## config.mk

```make
export PLATFORM = sky130hd
export DESIGN_NAME = serial_mem_master
export DESIGN_NICKNAME = d
export VERILOG_FILES = /design/src/rtl/serial_mem_pkg.sv /design/src/rtl/serial_byte_sender.sv /design/src/rtl/serial_mem_master.sv
export SDC_FILE = /design/constraint.sdc
export NUM_CORES = 1
export LEC_CHECK = 0
export CAP_MARGIN = 20
export CORE_MARGIN = 5
export CORE_UTILIZATION = 45
export DETAILED_ROUTE_END_ITERATION = 16
export PLACE_DENSITY = 0.83
export SYNTH_ARGS = -nofsm -noshare
export SYNTH_HDL_FRONTEND = slang
export SYNTH_SLANG_ARGS = --single-unit
export TNS_END_PERCENT = 50
```

## constraint.sdc

```tcl
create_clock -name clk -period 1.82 [get_ports clk]
set_input_delay 0.546 -clock clk [delete_from_list [all_inputs] [get_ports clk]]
set_output_delay 0.546 -clock clk [all_outputs]
set_load 0.02 [all_outputs]
```

## src/rtl/serial_mem_pkg.sv

```systemverilog
// Shared definitions for the byte-serial memory-access protocol.
// Used by the host-side master and the target-side command decoder.
package serial_mem_pkg;

    localparam logic [7:0] CMD_WRITE    = 8'h00;
    localparam logic [7:0] CMD_READ     = 8'h01;
    localparam logic [7:0] ACK_BYTE_DEF = 8'd69;

    // Bytes on the wire per operation: command + 3 address (+ 2 data for writes)
    localparam logic [2:0] WR_TX = 3'd6;
    localparam logic [2:0] RD_TX = 3'd4;
    localparam logic [1:0] WR_RX = 2'd1;
    localparam logic [1:0] RD_RX = 2'd2;

    typedef enum logic [1:0] {
        IDLE = 2'd0,
        SEND = 2'd1,
        RECV = 2'd2,
        DONE = 2'd3
    } sm_state_e;

endpackage

```

## src/rtl/serial_byte_sender.sv

```systemverilog
// Walks a 6-byte TX buffer (byte 0 in bits [7:0]) and hands bytes to the TX
// engine one at a time. A byte is issued only when the engine is ready and no
// strobe went out in the previous cycle, so serial_out_en never stays high for
// two consecutive cycles.
module serial_byte_sender (
    input  logic        clk,
    input  logic        rst,
    input  logic        start,
    input  logic        active,
    input  logic [2:0]  n_bytes,
    input  logic [47:0] tx_buf,
    input  logic        serial_out_rdy,
    output logic        serial_out_en,
    output logic [7:0]  serial_data_out,
    output logic        done
);

    logic [2:0] idx_q, idx_d;
    logic       en_q, en_d;
    logic [7:0] data_q, data_d;
    logic [7:0] cur_byte;

    // Select the byte addressed by the current index
    always_comb begin
        cur_byte = tx_buf[7:0];
        case (idx_q)
            3'd1:    cur_byte = tx_buf[15:8];
            3'd2:    cur_byte = tx_buf[23:16];
            3'd3:    cur_byte = tx_buf[31:24];
            3'd4:    cur_byte = tx_buf[39:32];
            3'd5:    cur_byte = tx_buf[47:40];
            default: cur_byte = tx_buf[7:0];
        endcase
    end

    // Issue the next byte when the engine is ready and no strobe is in flight
    always_comb begin
        idx_d  = idx_q;
        en_d   = 1'b0;
        data_d = data_q;
        if (start) begin
            idx_d = 3'd0;
        end else if (active && (idx_q != n_bytes) && serial_out_rdy && !en_q) begin
            en_d   = 1'b1;
            data_d = cur_byte;
            idx_d  = idx_q + 3'd1;
        end
    end

    // Index, strobe and byte registers
    always_ff @(posedge clk) begin
        if (rst) begin
            idx_q  <= 3'd0;
            en_q   <= 1'b0;
            data_q <= 8'h00;
        end else begin
            idx_q  <= idx_d;
            en_q   <= en_d;
            data_q <= data_d;
        end
    end

    // Finished once every byte is out and the last strobe has retired
    assign done            = active && (idx_q == n_bytes) && !en_q;
    assign serial_out_en   = en_q;
    assign serial_data_out = data_q;

endmodule

```

## src/rtl/serial_mem_master.sv

```systemverilog
// Host-side initiator for the byte-serial memory-access protocol.
// Optional response watchdog: define SERIAL_MEM_MASTER_RESP_TIMEOUT_EN to build
// a RECV timeout of TIMEOUT_CYCLES cycles; without it RECV waits indefinitely.
//
// state | meaning
// ------+--------------------------------------------------------------
// IDLE  | req_rdy high, waiting for a request strobe; RX bytes ignored
// SEND  | streaming command/address/data bytes to the TX engine
// RECV  | collecting the ack byte (write) or two data bytes (read)
// DONE  | one-cycle completion pulse with error flag and read data
module serial_mem_master
    import serial_mem_pkg::*;
#(
    parameter int         ADDR_WIDTH     = 24,
    parameter int         DATA_WIDTH     = 16,
    parameter logic [7:0] ACK_BYTE       = ACK_BYTE_DEF,
    parameter int         TIMEOUT_CYCLES = 1000000
) (
    input  logic                  clk,
    input  logic                  rst,
    input  logic                  req_w_en,
    input  logic                  req_r_en,
    input  logic [ADDR_WIDTH-1:0] req_addr,
    input  logic [DATA_WIDTH-1:0] req_data_in,
    output logic                  req_rdy,
    output logic                  req_cplt,
    output logic [DATA_WIDTH-1:0] req_data_out,
    output logic                  req_err,
    input  logic                  serial_out_rdy,
    output logic                  serial_out_en,
    output logic [7:0]            serial_data_out,
    input  logic                  serial_in_cplt,
    input  logic [7:0]            serial_data_in,
    input  logic                  serial_in_error
);

    sm_state_e             state_q, state_d;
    logic                  op_wr_q, op_wr_d;
    logic [47:0]           tx_buf_q, tx_buf_d;
    logic [1:0]            rx_cnt_q, rx_cnt_d;
    logic [7:0]            rd_lo_q, rd_lo_d;
    logic                  err_q, err_d;
    logic [DATA_WIDTH-1:0] data_out_q, data_out_d;

    logic                  start;
    logic                  send_done;
    logic                  resp_timeout;
    logic [2:0]            n_tx;
    logic [1:0]            n_rx;

    assign n_tx = op_wr_q ? WR_TX : RD_TX;
    assign n_rx = op_wr_q ? WR_RX : RD_RX;

    serial_byte_sender u_sender (
        .clk             (clk),
        .rst             (rst),
        .start           (start),
        .active          (state_q == SEND),
        .n_bytes         (n_tx),
        .tx_buf          (tx_buf_q),
        .serial_out_rdy  (serial_out_rdy),
        .serial_out_en   (serial_out_en),
        .serial_data_out (serial_data_out),
        .done            (send_done)
    );

`ifdef SERIAL_MEM_MASTER_RESP_TIMEOUT_EN
    localparam int TMR_W = (TIMEOUT_CYCLES > 1) ? $clog2(TIMEOUT_CYCLES) : 1;
    localparam logic [TMR_W-1:0] TMR_LOAD = TMR_W'(TIMEOUT_CYCLES - 1);

    logic [TMR_W-1:0] tmr_q, tmr_d;

    // Down-counter: held at the load value outside RECV, reloaded on every
    // received byte, terminal count means the target went silent
    always_comb begin
        tmr_d = tmr_q;
        if ((state_q != RECV) || serial_in_cplt) begin
            tmr_d = TMR_LOAD;
        end else if (tmr_q != '0) begin
            tmr_d = tmr_q - TMR_W'(1);
        end
    end

    // Watchdog register
    always_ff @(posedge clk) begin
        if (rst) begin
            tmr_q <= TMR_LOAD;
        end else begin
            tmr_q <= tmr_d;
        end
    end

    assign resp_timeout = (state_q == RECV) && (tmr_q == '0);
`else
    logic unused_tmo;
    assign unused_tmo   = (TIMEOUT_CYCLES == 0);
    assign resp_timeout = 1'b0;
`endif

    // Next-state and datapath updates for the request/response sequence
    always_comb begin
        state_d    = state_q;
        op_wr_d    = op_wr_q;
        tx_buf_d   = tx_buf_q;
        rx_cnt_d   = rx_cnt_q;
        rd_lo_d    = rd_lo_q;
        err_d      = err_q;
        data_out_d = data_out_q;
        start      = 1'b0;

        case (state_q)
            IDLE: begin
                if (req_w_en || req_r_en) begin
                    // Write wins when both strobes arrive together
                    op_wr_d  = req_w_en;
                    tx_buf_d = {req_data_in, req_addr, (req_w_en ? CMD_WRITE : CMD_READ)};
                    err_d    = 1'b0;
                    start    = 1'b1;
                    state_d  = SEND;
                end
            end
            SEND: begin
                if (send_done) begin
                    rx_cnt_d = 2'd0;
                    state_d  = RECV;
                end
            end
            RECV: begin
                if (serial_in_error) begin
                    // A framing error beats a byte arriving in the same cycle
                    err_d   = 1'b1;
                    state_d = DONE;
                end else if (serial_in_cplt) begin
                    rx_cnt_d = rx_cnt_q + 2'd1;
                    if (op_wr_q) begin
                        err_d = (serial_data_in != ACK_BYTE);
                    end else if (rx_cnt_q == 2'd0) begin
                        rd_lo_d = serial_data_in;
                    end
                    if (rx_cnt_d == n_rx) begin
                        state_d = DONE;
                        // Read data is published only on success so a failed read
                        // leaves the previous value visible
                        if (!op_wr_q) begin
                            data_out_d = {serial_data_in, rd_lo_q};
                        end
                    end
                end else if (resp_timeout) begin
                    err_d   = 1'b1;
                    state_d = DONE;
                end
            end
            DONE: begin
                state_d = IDLE;
            end
            default: begin
                state_d = IDLE;
            end
        endcase
    end

    // State and datapath registers
    always_ff @(posedge clk) begin
        if (rst) begin
            state_q    <= IDLE;
            op_wr_q    <= 1'b0;
            tx_buf_q   <= '0;
            rx_cnt_q   <= 2'd0;
            rd_lo_q    <= 8'h00;
            err_q      <= 1'b0;
            data_out_q <= '0;
        end else begin
            state_q    <= state_d;
            op_wr_q    <= op_wr_d;
            tx_buf_q   <= tx_buf_d;
            rx_cnt_q   <= rx_cnt_d;
            rd_lo_q    <= rd_lo_d;
            err_q      <= err_d;
            data_out_q <= data_out_d;
        end
    end

    assign req_rdy      = (state_q == IDLE);
    assign req_cplt     = (state_q == DONE);
    assign req_err      = (state_q == DONE) && err_q;
    assign req_data_out = data_out_q;

endmodule

```

## Word level (Yosys, flattened, before mapping)

Index checks and enable logic that the tools add are counted.

| cells by class | value |
|---|---|
| $add $sub $neg | 2 |
| equality and inequality tests | 19 |
| mux-type cells | 22 |
| bitwise operators | 3 |
| reduce and logical (&&, ||, !) cells | 20 |

Operators with widths:

| cell | count |
|---|---|
| one-hot mux 8 bit (5 select lines) | 1 |
| two-way mux 2 bit | 10 |
| AND reduction 4 bit | 3 |
| AND reduction 5 bit | 2 |
| inequality test 3 bit, second input constant | 3 |
| two-way mux 1 bit | 8 |
| inequality test 8 x 7 -> 1 bit, second input constant | 1 |
| one-hot mux 2 bit (4 select lines) | 1 |
| equality test 3 x 2 -> 1 bit, second input constant | 2 |
| equality test 3 bit, second input constant | 2 |
| logical AND 1 bit | 6 |
| inequality test 2 bit, second input constant | 3 |
| equality test 2 bit, second input constant | 2 |
| logical NOT 2 bit | 2 |
| one-hot mux 2 bit (2 select lines) | 1 |
| AND reduction 2 bit | 2 |
| nonzero test 2 bit | 2 |
| adder 3 x 1 -> 3 bit, second input constant | 1 |
| equality test 3 x 1 -> 1 bit, second input constant | 1 |
| equality test 3 bit | 1 |
| inequality test 3 bit | 1 |
| NOT 1 bit | 3 |
| adder 2 x 1 -> 2 bit, second input constant | 1 |
| equality test 2 x 1 -> 1 bit, second input constant | 1 |
| other kinds (6) | 6 |

| word-level totals | value |
|---|---|
| register bits after elaboration | 90 |
| input port bits | 55 |
| output and inout bits | 28 |

## Longest topological paths before layout

Gate-level depths: netlist of run 1.

| depth | value |
|---|---|
| depth in word-level cells | 6 |
| depth in mapped cells | 9 |
| gate-level depth less buffers | 6 |

## Cells and area by module

A second synthesis of run 1 with hierarchy kept.

| unflattened totals | value |
|---|---|
| cell total of the unflattened synthesis | 417 |
| area, all modules | 3693.5 um^2 |

Modules (own cells, without submodules):

| module | times used | cells each | area an instance (um^2) | sequential area each (um^2) |
|---|---|---|---|---|
| serial_mem_master | 1 | 312 | 2702.6 | 1421.4 |
| serial_byte_sender | 1 | 105 | 991.0 | 240.2 |

## Worst setup path after synthesis of run 1

OpenSTA, ideal clock, no wires.

| timing | value |
|---|---|
| kind | register -> register |
| start | reg rx_cnt_q[0] |
| end | reg state_q[0] |
| setup time | 123 ps |
| arrival time | 1609 ps |
| path slack | 88 ps |
| stages on the path, launching flop included | 7 |
| buffers on the path | 0 |
| cell sequence | dfxtp_1 > inv_1 > ha_1 > nor3b_1 > o21ai_0 > a211oi_2 > mux2_1 |

| between the ends | value |
|---|---|
| longest elaborated chain between the ends | 4 |

RTL lines:

| what | RTL line | text |
|---|---|---|
| start: declaration | serial_mem_master.sv:40 | `logic [1:0] rx_cnt_q, rx_cnt_d;` |
| start signal: assignment | serial_mem_master.sv:176 | `rx_cnt_q <= rx_cnt_d;` |
| adder 2 x 1 -> 2 bit | serial_mem_master.sv:134 | `rx_cnt_d = rx_cnt_q + 2'd1;` |
| equality test 2 bit | serial_mem_master.sv:140 | `if (rx_cnt_d == n_rx) begin` |
| inequality test 3 bit (no source line) | -- |  |
| AND reduction 4 bit (no source line) | -- |  |
| end signal: assignment | serial_mem_master.sv:173 | `state_q <= state_d;` |
| end: declaration | serial_mem_master.sv:37 | `sm_state_e state_q, state_d;` |

No other way between the ends.
A chain may end at the register's enable or synchronous reset.

## Final worst setup path of run 1

| timing | value |
|---|---|
| start | reg state_q[0] |
| end | reg data_out_q[8], in the netlist req_data_out[8] |

| between the ends | value |
|---|---|
| longest elaborated chain between the ends | 2 |

RTL lines:

| what | RTL line | text |
|---|---|---|
| equality test 2 bit | serial_mem_master.sv:111 | `case (state_q)` |
| AND reduction 5 bit (no source line) | -- |  |
| end signal: assignment | serial_mem_master.sv:179 | `data_out_q <= data_out_d;` |
| end: declaration | serial_mem_master.sv:43 | `logic [DATA_WIDTH-1:0] data_out_q, data_out_d;` |

No other way between the ends.

==> results of run 1 <==
[logic make-up after synthesis]
| family | synth area share, % |
|---|---|
| fa+ha+maj | 3.56 |
| xor+xnor | 0.498 |
| buf+inv | 5.52 |
| compound gates | 18.9 |
| flops | 47.3 |
| simple gates | 18.6 |
| mux | 5.73 |
[registers in the layout (all words and copies together), names as in the netlist]
name,count
tx_buf_q,41
u_sender.idx_q,3
u_sender.serial_data_out,8
op_wr_q,1
state_q,2
rx_cnt_q,2
err_q,1
req_data_out,16
u_sender.serial_out_en,1
rd_lo_q,8
[Yosys cell counts (2+ instances only)]
library cell	count	area [um2]
nor2_1	27	101
buf_6	2	22.5
o21ai_0	3	15.0
buf_12	2	40.0
o21a_1	8	60.1
dfxtp_1	83	1660
nor3b_1	2	15.0
a222oi_1	7	70.1
nor3_1	3	15.0
buf_4	2	15.0
nand3_1	9	45.0
and3b_1	2	17.5
a21oi_1	55	275
inv_1	8	30.0
ha_1	10	125
nor2b_1	4	25.0
a221oi_1	2	17.5
a22oi_1	8	60.1
nand4_1	2	12.5
nand2b_1	3	18.8
nand2_1	95	357
and2_1	2	12.5
mux2i_1	19	190
o2bb2ai_1	7	61.3
clkbuf_1	22	82.6
[power groups by stage]
stage          Combinational (mW)  Sequential (mW)  Clock, mW
2_1_floorplan               0.886             2.24          0
3_3_place_gp                 1.36             2.28          0
3_5_place_dp                 1.41             2.29          0
4_1_cts                      1.40             2.25       1.23
5_1_grt                      1.57             2.29       1.32
6_report                     1.41             2.26       1.21
[cell type report]
cell class | count | area [um2] | share of cell area (%)
clock buffer | 9 | 124 | 2.63
tap | 102 | 128 | 2.71
clock inverter | 7 | 51.3 | 1.09
inverter | 9 | 33.8 | 0.717
sequential | 83 | 1670 | 35.4
multi-input combinational | 286 | 1690 | 35.9
timing repair buffer | 114 | 1010 | 21.5
[placed cells by master (no fill, tap or decap), types with 2 or more instances in the layout]
cell type,Yosys,routed
nand3_1,9,9
a22oi_1,8,8
o21a_1,8,8
a222oi_1,7,7
clkbuf_8,0,9
nand2b_1,3,3
o21ai_0,3,2
nand2_1,95,94
dlygate4sd2_1,0,26
a21oi_1,55,55
o2bb2ai_1,7,7
clkinv_2,0,3
nor3b_1,2,2
and3b_1,2,2
nor2b_1,4,4
and3_4,1,2
nor2_1,27,27
buf_4,2,32
dfxtp_2,0,4
inv_1,8,8
and2_1,2,2
nand4_1,2,2
clkdlybuf4s50_1,0,53
nor3_1,3,3
dfxtp_1,83,79
ha_1,10,9
buf_2,0,3
mux2i_1,19,19
[metal layers]
metal,track usage [%],vias to the layer above,part of all wire [%]
met3,5.21,16,6.9
met5,0,-,0
li1,-,1594,-
met2,31.5,140,49
met4,5.78,0,1.7
met1,22.1,1507,42
[metrics by stage]
step / setup slack [ns] / instance area [um2] / hold slack, ns
floorplan: 0.0880 / 3520 / 0.436
global placement: -0.206 / 4540 / 0.442
detailed placement: -0.264 / 4540 / 0.448
CTS: -0.0360 / 4680 / 0.460
global route: -0.0156 / 4710 / 0.473
finish: 0.0250 / 4710 / 0.459
[timing repair]
item / CTS / global route
gates resized for setup: 35 / 8
endpoints found under the setup margin: 29 / 16
hold buffers: 0 / 0
cloned: 0 / 1
endpoints found under the hold margin: 0 / 0
pin swaps: 1 / 3
[critical path: cells and delay by family, from the launching register on]
kind / cells / cell delay (ns)
multiplexers: 1 / 0.26
adder cells (fa/ha/maj): 1 / 0.28
AND/OR/NAND/NOR: 3 / 0.71
buffers and inverters: 1 / 0.10
flip-flops: 1 / 0.34
[path summary, 6_finish.rpt]
path                             endpoint               startpoint  cells past startpoint
max          req_data_out[8]$_SDFFE_PP0P_  state_q[0]$_SDFFE_PP0P_                      6
min               rd_lo_q[0]$_SDFFE_PP0P_  rd_lo_q[0]$_SDFFE_PP0P_                      2
max reg2reg  req_data_out[8]$_SDFFE_PP0P_  state_q[0]$_SDFFE_PP0P_                      6
min reg2reg       rd_lo_q[0]$_SDFFE_PP0P_  rd_lo_q[0]$_SDFFE_PP0P_                      2
==> metrics.cfg, run 1 <==
[status]
status=complete, no violations

[cells_and_area]
fin_nets=568
fin_util_pct=61.3
drive_above_1_share_pct=12.6
diodes=0
fillers=706
syn_to_final_growth_pct=34.0
fin_cells=610

[cts]
insertion_delay_ns=0.36
htreeDepth=3
path_clk_slew_ns=0.09
post_cts_buffers=0
cts_tree=done
numCtsBuffers=9
cts_root_buf=clkbuf_8
cts_buffer_depth=2
cts_sinks=83

[timing]
period_needed_ns=1.80
fin_crit_sh_pct=98.6
tightest_slew_ns=0.534
setup_viol=0
fmax_mhz=557
fin_skew_ns=0.00638
slew_headroom_pct=64.3
setup_tns_ns=0
hold_viol_final=0
final_max_slew_viol_count=0

[worst_setup_path]
cp.required_ns=2.07
cp-end-kind=flop
crit_type=reg -> reg
crit_chain=inv_1 -> ha_1 -> and4bb_1 -> and3_4 -> mux2i_1 -> nor2_1
worstSetupStartpointType=flop
arrival_ns=2.04
r2r_slack_ns=0.02
path_max_fanout=8
crit_slowest_cell=dfxtp_2
critical_path.max_stage_delay_ns=0.34

[pwr]
p_comb_share_pct=29.0
power.static_leakage_nw=1.88
p_int_mw=3.22
ir_drop_v=0.000533
power_mw=4.88
p_switching_mw=1.65
p_seq_share_pct=46.3
clkPwrFrac_pct=24.7
power_density_nw_per_um2=1040
switching_share_pct=33.9

[global_route]
grt_start_max_net_pins=29
antenna_found_initial=0
grtUsageTotal_pct=18.3
grt_pass1_wl_um=14500
grt_overflow_total=0
grt_pass1_vias=3195

[logic_synthesis]
syn_inst=405
ys_types=43
ys_async_sr_fraction_pct=0
synth_ff_type=dfxtp_1
ys_seq_area_share_pct=47.3
synthesis.area_um2=3520
synth_seq_cells=83
synth.net_count=470
yosysWarnings=0
synth.avg_cell_area_um2=8.68
synth_edf_count=0

[route]
dr.pass1.iters=5
via_per_inst=5.34
drt_iter0_markers=185
drc_errors=0
wl_per_cell_um=14.9
vias=3257
ant_nets=0
routed_wl_um=9110

[placed_design]
port_buffers=82
dp_cells=593
gp_congestion=0.908
dp_hpwl_um=6640

[floorplanning]
die_w_um=98.4
die_area_um2=9680
start_util_pct=45.7
die_h_um=98.4
io_pins=83
core-area_um2=7690
rows=32

[min_path]
min_path_type=reg -> reg

[run]
max_cap_violations=0

No activity file was read; power rests on OpenSTA's default activity.
==> inputs of run 2 (changes only) <==
CTS_CLUSTER_SIZE = 24   (was not set)
==> results of run 2 <==
Final layout, timing and power as in run 1 (identical DEF).
==> patch 1: new RTL, flow settings as in run 1 <==
The option `SERIAL_MEM_MASTER_RESP_TIMEOUT_EN` is turned on by a define.
--- a/src/rtl/serial_mem_master.sv
+++ b/src/rtl/serial_mem_master.sv
@@ -8,6 +8,8 @@
 // SEND  | streaming command/address/data bytes to the TX engine
 // RECV  | collecting the ack byte (write) or two data bytes (read)
 // DONE  | one-cycle completion pulse with error flag and read data
+`define SERIAL_MEM_MASTER_RESP_TIMEOUT_EN
+
 module serial_mem_master
     import serial_mem_pkg::*;
 #(
Formal check against the unedited RTL: same outputs for any inputs over 10 cycles, from zero or initial values and one cycle with rst high; that may be too few to reach the edited logic, so the function may still have changed.
==> patch 1 against run 1 <==
The flow now finishes with violations (negative setup slack). Global-route usage increased by 2.8 points. Synthesized cell count increased by 36%. Die area increased by 24%. Setup slack got worse by 370 ps. Wire length increased by 43%. Power increased by 22%. Clock skew increased by 9.2 ps. Sequential cell count increased by 20. Design area increased by 34%. Area after synthesis increased by 27%. Count of clock-buffer cells in the layout unchanged. Via count increased by 36%. Largest cell class unchanged. Largest power group unchanged.
==> patch 1: results (changes against run 1) <==
Min-Delay Endpoint - req_data_out[4]
First-pass GRT wire length - 20,000 um (+38%)
Hold slack - 457.5 ps (-1.239 ps)
DP Area - 5851 um2 (+29%)
Worst-path clk slew - 110 ps (+20 ps)
Sequential element share of the synthesized area - 46.36% (-0.90 points)
Synth cell types - 50 (+16%)
Failing checks - negative setup slack
Fin nets - 752 (+32%)
Share of cells above drive strength 1 - 21.04% (+8.4 points)
Pleak - 2.458 nW (+31%)
Synth top cells by count - nand2_1 (142), dfxtp_1 (103), a21oi_1 (75), clkbuf_1 (32), nor2_1 (25)
# setup viols final - 20 (+20)
Worst R2R End - tmr_q[17]
Peak supply drop - 538.0 uV (+0.85%)
Dpl hpwl - 8874 um (+34%)
CP Max Fanout - 6 (-2)
Placed Cells - 799 (+35%)
Main area contributors after synthesis - dfxtp_1 (46%), nand2_1 (12%), a21oi_1 (8.4%)
Via count - 4,424 (+36%)
Syn Nets - 620 (+32%)
Gpl congestion - 0.8589 (-5.4%)
Largest net degree at the start of global routing - 55 (+90%)
Worst Skew - 15.60 ps (+9.216 ps)
Outcome - finished, violations left
Worst setup margin - -349.5 ps (-374.4 ps)
Initial DRC count - 210 (+14%)
Mean routed wirelength per cell - 15.85 um (+6.1%)
Initial Util - 45.72% (about the same)
GRT Resource Usage Total - 21.09% (+2.8 points)
Worst skew pair latency - 380 ps (+20 ps)
Slew @ Worst Pin - 547.8 ps (+13.61 ps)
Overall routed net length - 13,030 um (+43%)
-- patch 1: cell count changes after synthesis, moves of 12 or more --
cell / before / now
nand2_1: 95 / 142
mux2i_1: 19 / 4
dfxtp_1: 83 / 103
a221oi_1: 2 / 14
a21oi_1: 55 / 75
-- patch 1: metrics by stage --
stage	utilization [%]	setup TNS (ps)	power (mW)	setup slack [ps]
final	64.65	-3417	5.951	-349.5
after floorplan	-	-4271	3.812	-509.2
after global placement	60.13	-12310	4.455	-292.8
after detailed placement	60.13	-16230	4.530	-351.7
after CTS	63.48	-3278	5.863	-314.8
after global routing	64.65	-4919	6.298	-392.8
-- patch 1: critical path, stage by stage, from the launching register on --
cell and delay, ps:
dfxtp_2 330, or4_4 540, or4_4 430, buf_4 180, or4_1 510, nand3_1 130
-- patch 1: layout make-up --
class | count | area [um2]
clock buffer | 9 | 123.9
clock inverter | 7 | 56.30
fill | 797 | 3440
inverter | 9 | 38.79
multi-input combinational | 404 | 2445
sequential | 103 | 2072
tap | 133 | 166.4
timing repair buffer | 157 | 1388
-- patch 1: cells by family after synthesis --
family,Yosys count,synth area share [%]
XOR/XNOR,13,2.560
multiplexers,5,1.153
adder cells (fa/ha/maj),13,3.657
AO/OA/AOI/OAI,133,17.89
buffers and inverters,45,3.854
flip-flops,103,46.36
AND/OR/NAND/NOR,240,24.53
-- patch 1: worst max path at each step --
stage,to,from
6_report,tmr_q[17],tmr_q[6]
5_1_grt,tmr_q[17],tmr_q[6]
4_1_cts,tmr_q[15],tmr_q[6]
3_5_place_dp,tmr_q[15],tmr_q[6]
3_3_place_gp,tmr_q[15],tmr_q[6]
2_1_floorplan,tmr_q[15],tmr_q[4]
-- patch 1: power breakdown --
group,total [mW],switching [mW],internal [mW]
registers,2.71,0.174,2.54
logic,1.89,1.08,0.810
clock network,1.35,0.839,0.514
total,5.95,2.09,3.86
-- patch 1: what timing repair did --
item                                   CTS  global route
hold buffers                             0             0
setup endpoints to repair               57            60
resized for setup                       69            27
pin swaps                               11             9
endpoints found under the hold margin    0             0
buffers inserted                         6             3
-- patch 1: routing by layer --
layer  up-vias  share of wire (%)  routed length, um  track usage, %
met5         -                  0                  0               0
met4         0                3.1                401           8.727
met3        36                5.4                702           5.109
met2       141                 51               6627           37.88
met1      2074                 41               5297           23.76
li1       2173                  -                  -               -
==> patch 2: new RTL, settings of run 1 <==
Without the edit above. The 4 states of `sm_state_e` get a Gray code encoding in 2 bits.
--- a/src/rtl/serial_mem_pkg.sv
+++ b/src/rtl/serial_mem_pkg.sv
@@ -13,10 +13,10 @@
     localparam logic [1:0] RD_RX = 2'd2;
 
     typedef enum logic [1:0] {
-        IDLE = 2'd0,
-        SEND = 2'd1,
-        RECV = 2'd2,
-        DONE = 2'd3
+        IDLE = 2'b00,
+        SEND = 2'b01,
+        RECV = 2'b11,
+        DONE = 2'b10
     } sm_state_e;
 
 endpackage
Formal check against the unedited RTL: same outputs for any inputs over 10 cycles, from zero or initial values and one cycle with rst high; not proved beyond that.
==> patch 2 against run 1 <==
Via count is 3.9% lower. Sequential share of layout area is 0.70 points higher. Sequential cell count is the same. Design area decreased by 2.0%. Wire length down 3.8%. Global-route usage grew 0.16 points. Setup slack improved by 57 ps. Area after synthesis shrank 1.4%.
Power is not compared: it rests on default switching activity, and its combinational part moved more than twofold at a synthesized area within 25%.
==> patch 2: results (changes against run 1) <==
Worst slack, placed - -259.4 ps (+4.390 ps)
Reported max-cap violation count - 0 (unchanged)
Fill count - 667 (-5.5%)
Dpl hpwl - 6355 um (-4.3%)
CP Max Fanout - 4 (-4)
GRT Resource Usage Total - 18.48% (+0.16 points)
Worst skew pair latency - 360 ps (about the same)
Share of cells above drive strength 1 - 11.87% (-0.73 points)
CTS max path bufs - 2 (unchanged)
Post-Syn Instances - 407 (+0.49%)
Largest net degree at the start of global routing - 44 (+52%)
Placed Cells - 583 (-1.7%)
DRT Pass-1 Iters - 5 (unchanged)
Fin nets - 553 (-2.6%)
Sequential element share of the synthesized area - 47.92% (+0.67 points)
Finished Layout Cells - 599 (-1.8%)
Normalized max-slew margin - 68.34% (+4.0 points)
Main area contributors after synthesis - dfxtp_1 (48%), nand2_1 (13%), a21oi_1 (8.9%)
Critical Path Max Stage Delay - 360 ps (+20 ps)
Synth cell types - 46 (+7.0%)
R2R Path Start - u_sender.idx_q[1]
Hold depth - 2 (unchanged)
Gpl congestion - 0.8589 (-5.4%)
Mean routed wirelength per cell - 14.63 um (-2.0%)
Worst R2R End - u_sender.serial_data_out[7]
Synth top cells by count - nand2_1 (117), dfxtp_1 (83), a21oi_1 (62), nor2_1 (18), clkbuf_1 (14)
Hold path startpoint - req_data_out[9]
Peak supply drop - 456.0 uV
Hold Crit Class - register to register
Number of global-route vias before repair - 3,097 (-3.1%)
FF-to-FF setup slack - 90 ps (+70 ps)
Critical Path AT - 1190 ps (-850 ps)
Worst Skew - 9.710 ps (+3.330 ps)
First-pass GRT wire length - 14,600 um (+0.67%)
Initial DRC count - 195 (+5.4%)
Min-Delay Endpoint - req_data_out[9]
Initial antenna violation count - 0 (unchanged)
Via/cell ratio - 5.225 (-2.1%)
Post-synth EDFFs - 0 (unchanged)
Outcome - finished clean
Syn Nets - 468 (-0.43%)
## patch 2: changes by cell type in the layout (fill, tap and decap cells not counted), moves of 4 or more
cell / delta
nor2b_1: -4
buf_12: +4
nand2_1: +23
o21ai_0: +6
a21oi_1: +7
nand3_1: -9
buf_4: -13
o2bb2ai_1: -7
a22o_1: +7
mux2i_1: -10
ha_1: -4
o21a_1: -7
nor2_1: -9
## patch 2: cell type report
cell class	instances	area, um2	share of cell area, %
Inverter	8	30.03	0.6508
Clock buffer	10	137.6	2.983
Multi-Input combinational cell	285	1585	34.35
Timing Repair Buffer	105	996.0	21.58
Sequential cell	83	1665	36.09
Clock inverter	6	72.57	1.573
Tap cell	102	127.6	2.766
## patch 2: metrics by stage
stage,hold slack [ps],utilization (%),cell area (um2)
after global placement,440.5,58.21,4428
after global routing,469.2,60.66,4614
after detailed placement,444.3,58.21,4428
after floorplan,432.1,-,3467
final,449.4,60.66,4614
after CTS,454.8,60.62,4612
## patch 2: metal layers
layer  up-vias  wire length [um]  GRT usage (%)
met3        14               670          6.857
met2       100              4069          29.15
met1      1461              3859          23.20
li1       1555                 -              -
met5         -                 0              0
met4         0               167          6.816
## patch 2: worst max-delay path by stage
stage,startpoint,end,slack (ps),cells after the start
after floorplan,u_sender.idx_q[1],u_sender.serial_data_out[1],100,7
after global placement,serial_in_error,rd_lo_q[4],-210,5
after detailed placement,serial_in_error,rd_lo_q[1],-260,5
after CTS,state_q[1],req_err,-50,3
after global routing,state_q[1],req_cplt,0.8,2
final,state_q[1],req_cplt,80,2
## patch 2: what timing repair did
item	CTS	global route
pin swaps	1	1
resized for setup	36	9
endpoints found under the setup margin	30	5
hold buffers	0	0
hold endpoints to repair	0	0
## patch 2: logic make-up after synthesis
kind of cell / count (synthesis) / synth area share [%]
AO/OA/AOI/OAI: 105 / 18.77
XOR/XNOR: 2 / 0.7219
adder cells (fa/ha/maj): 6 / 2.165
buffers and inverters: 39 / 6.893
flip-flops: 83 / 47.92
multiplexers: 9 / 2.598
AND/OR/NAND/NOR: 163 / 20.93
## patch 2: power by group
group	switching, mW	leakage, nW	internal, mW	total (mW)
logic	0.212	1.05	0.222	0.433
registers	0.0427	0.678	1.88	1.93
clock network	0.706	0.109	0.689	1.39
total	0.960	1.84	2.79	3.75
## patch 2: worst max-delay path: cells and delay by family (launching register included)
kind | cells | cell delay, ps
buffers and inverters | 1 | 340
flip-flops | 1 | 360
AND/OR/NAND/NOR | 1 | 140
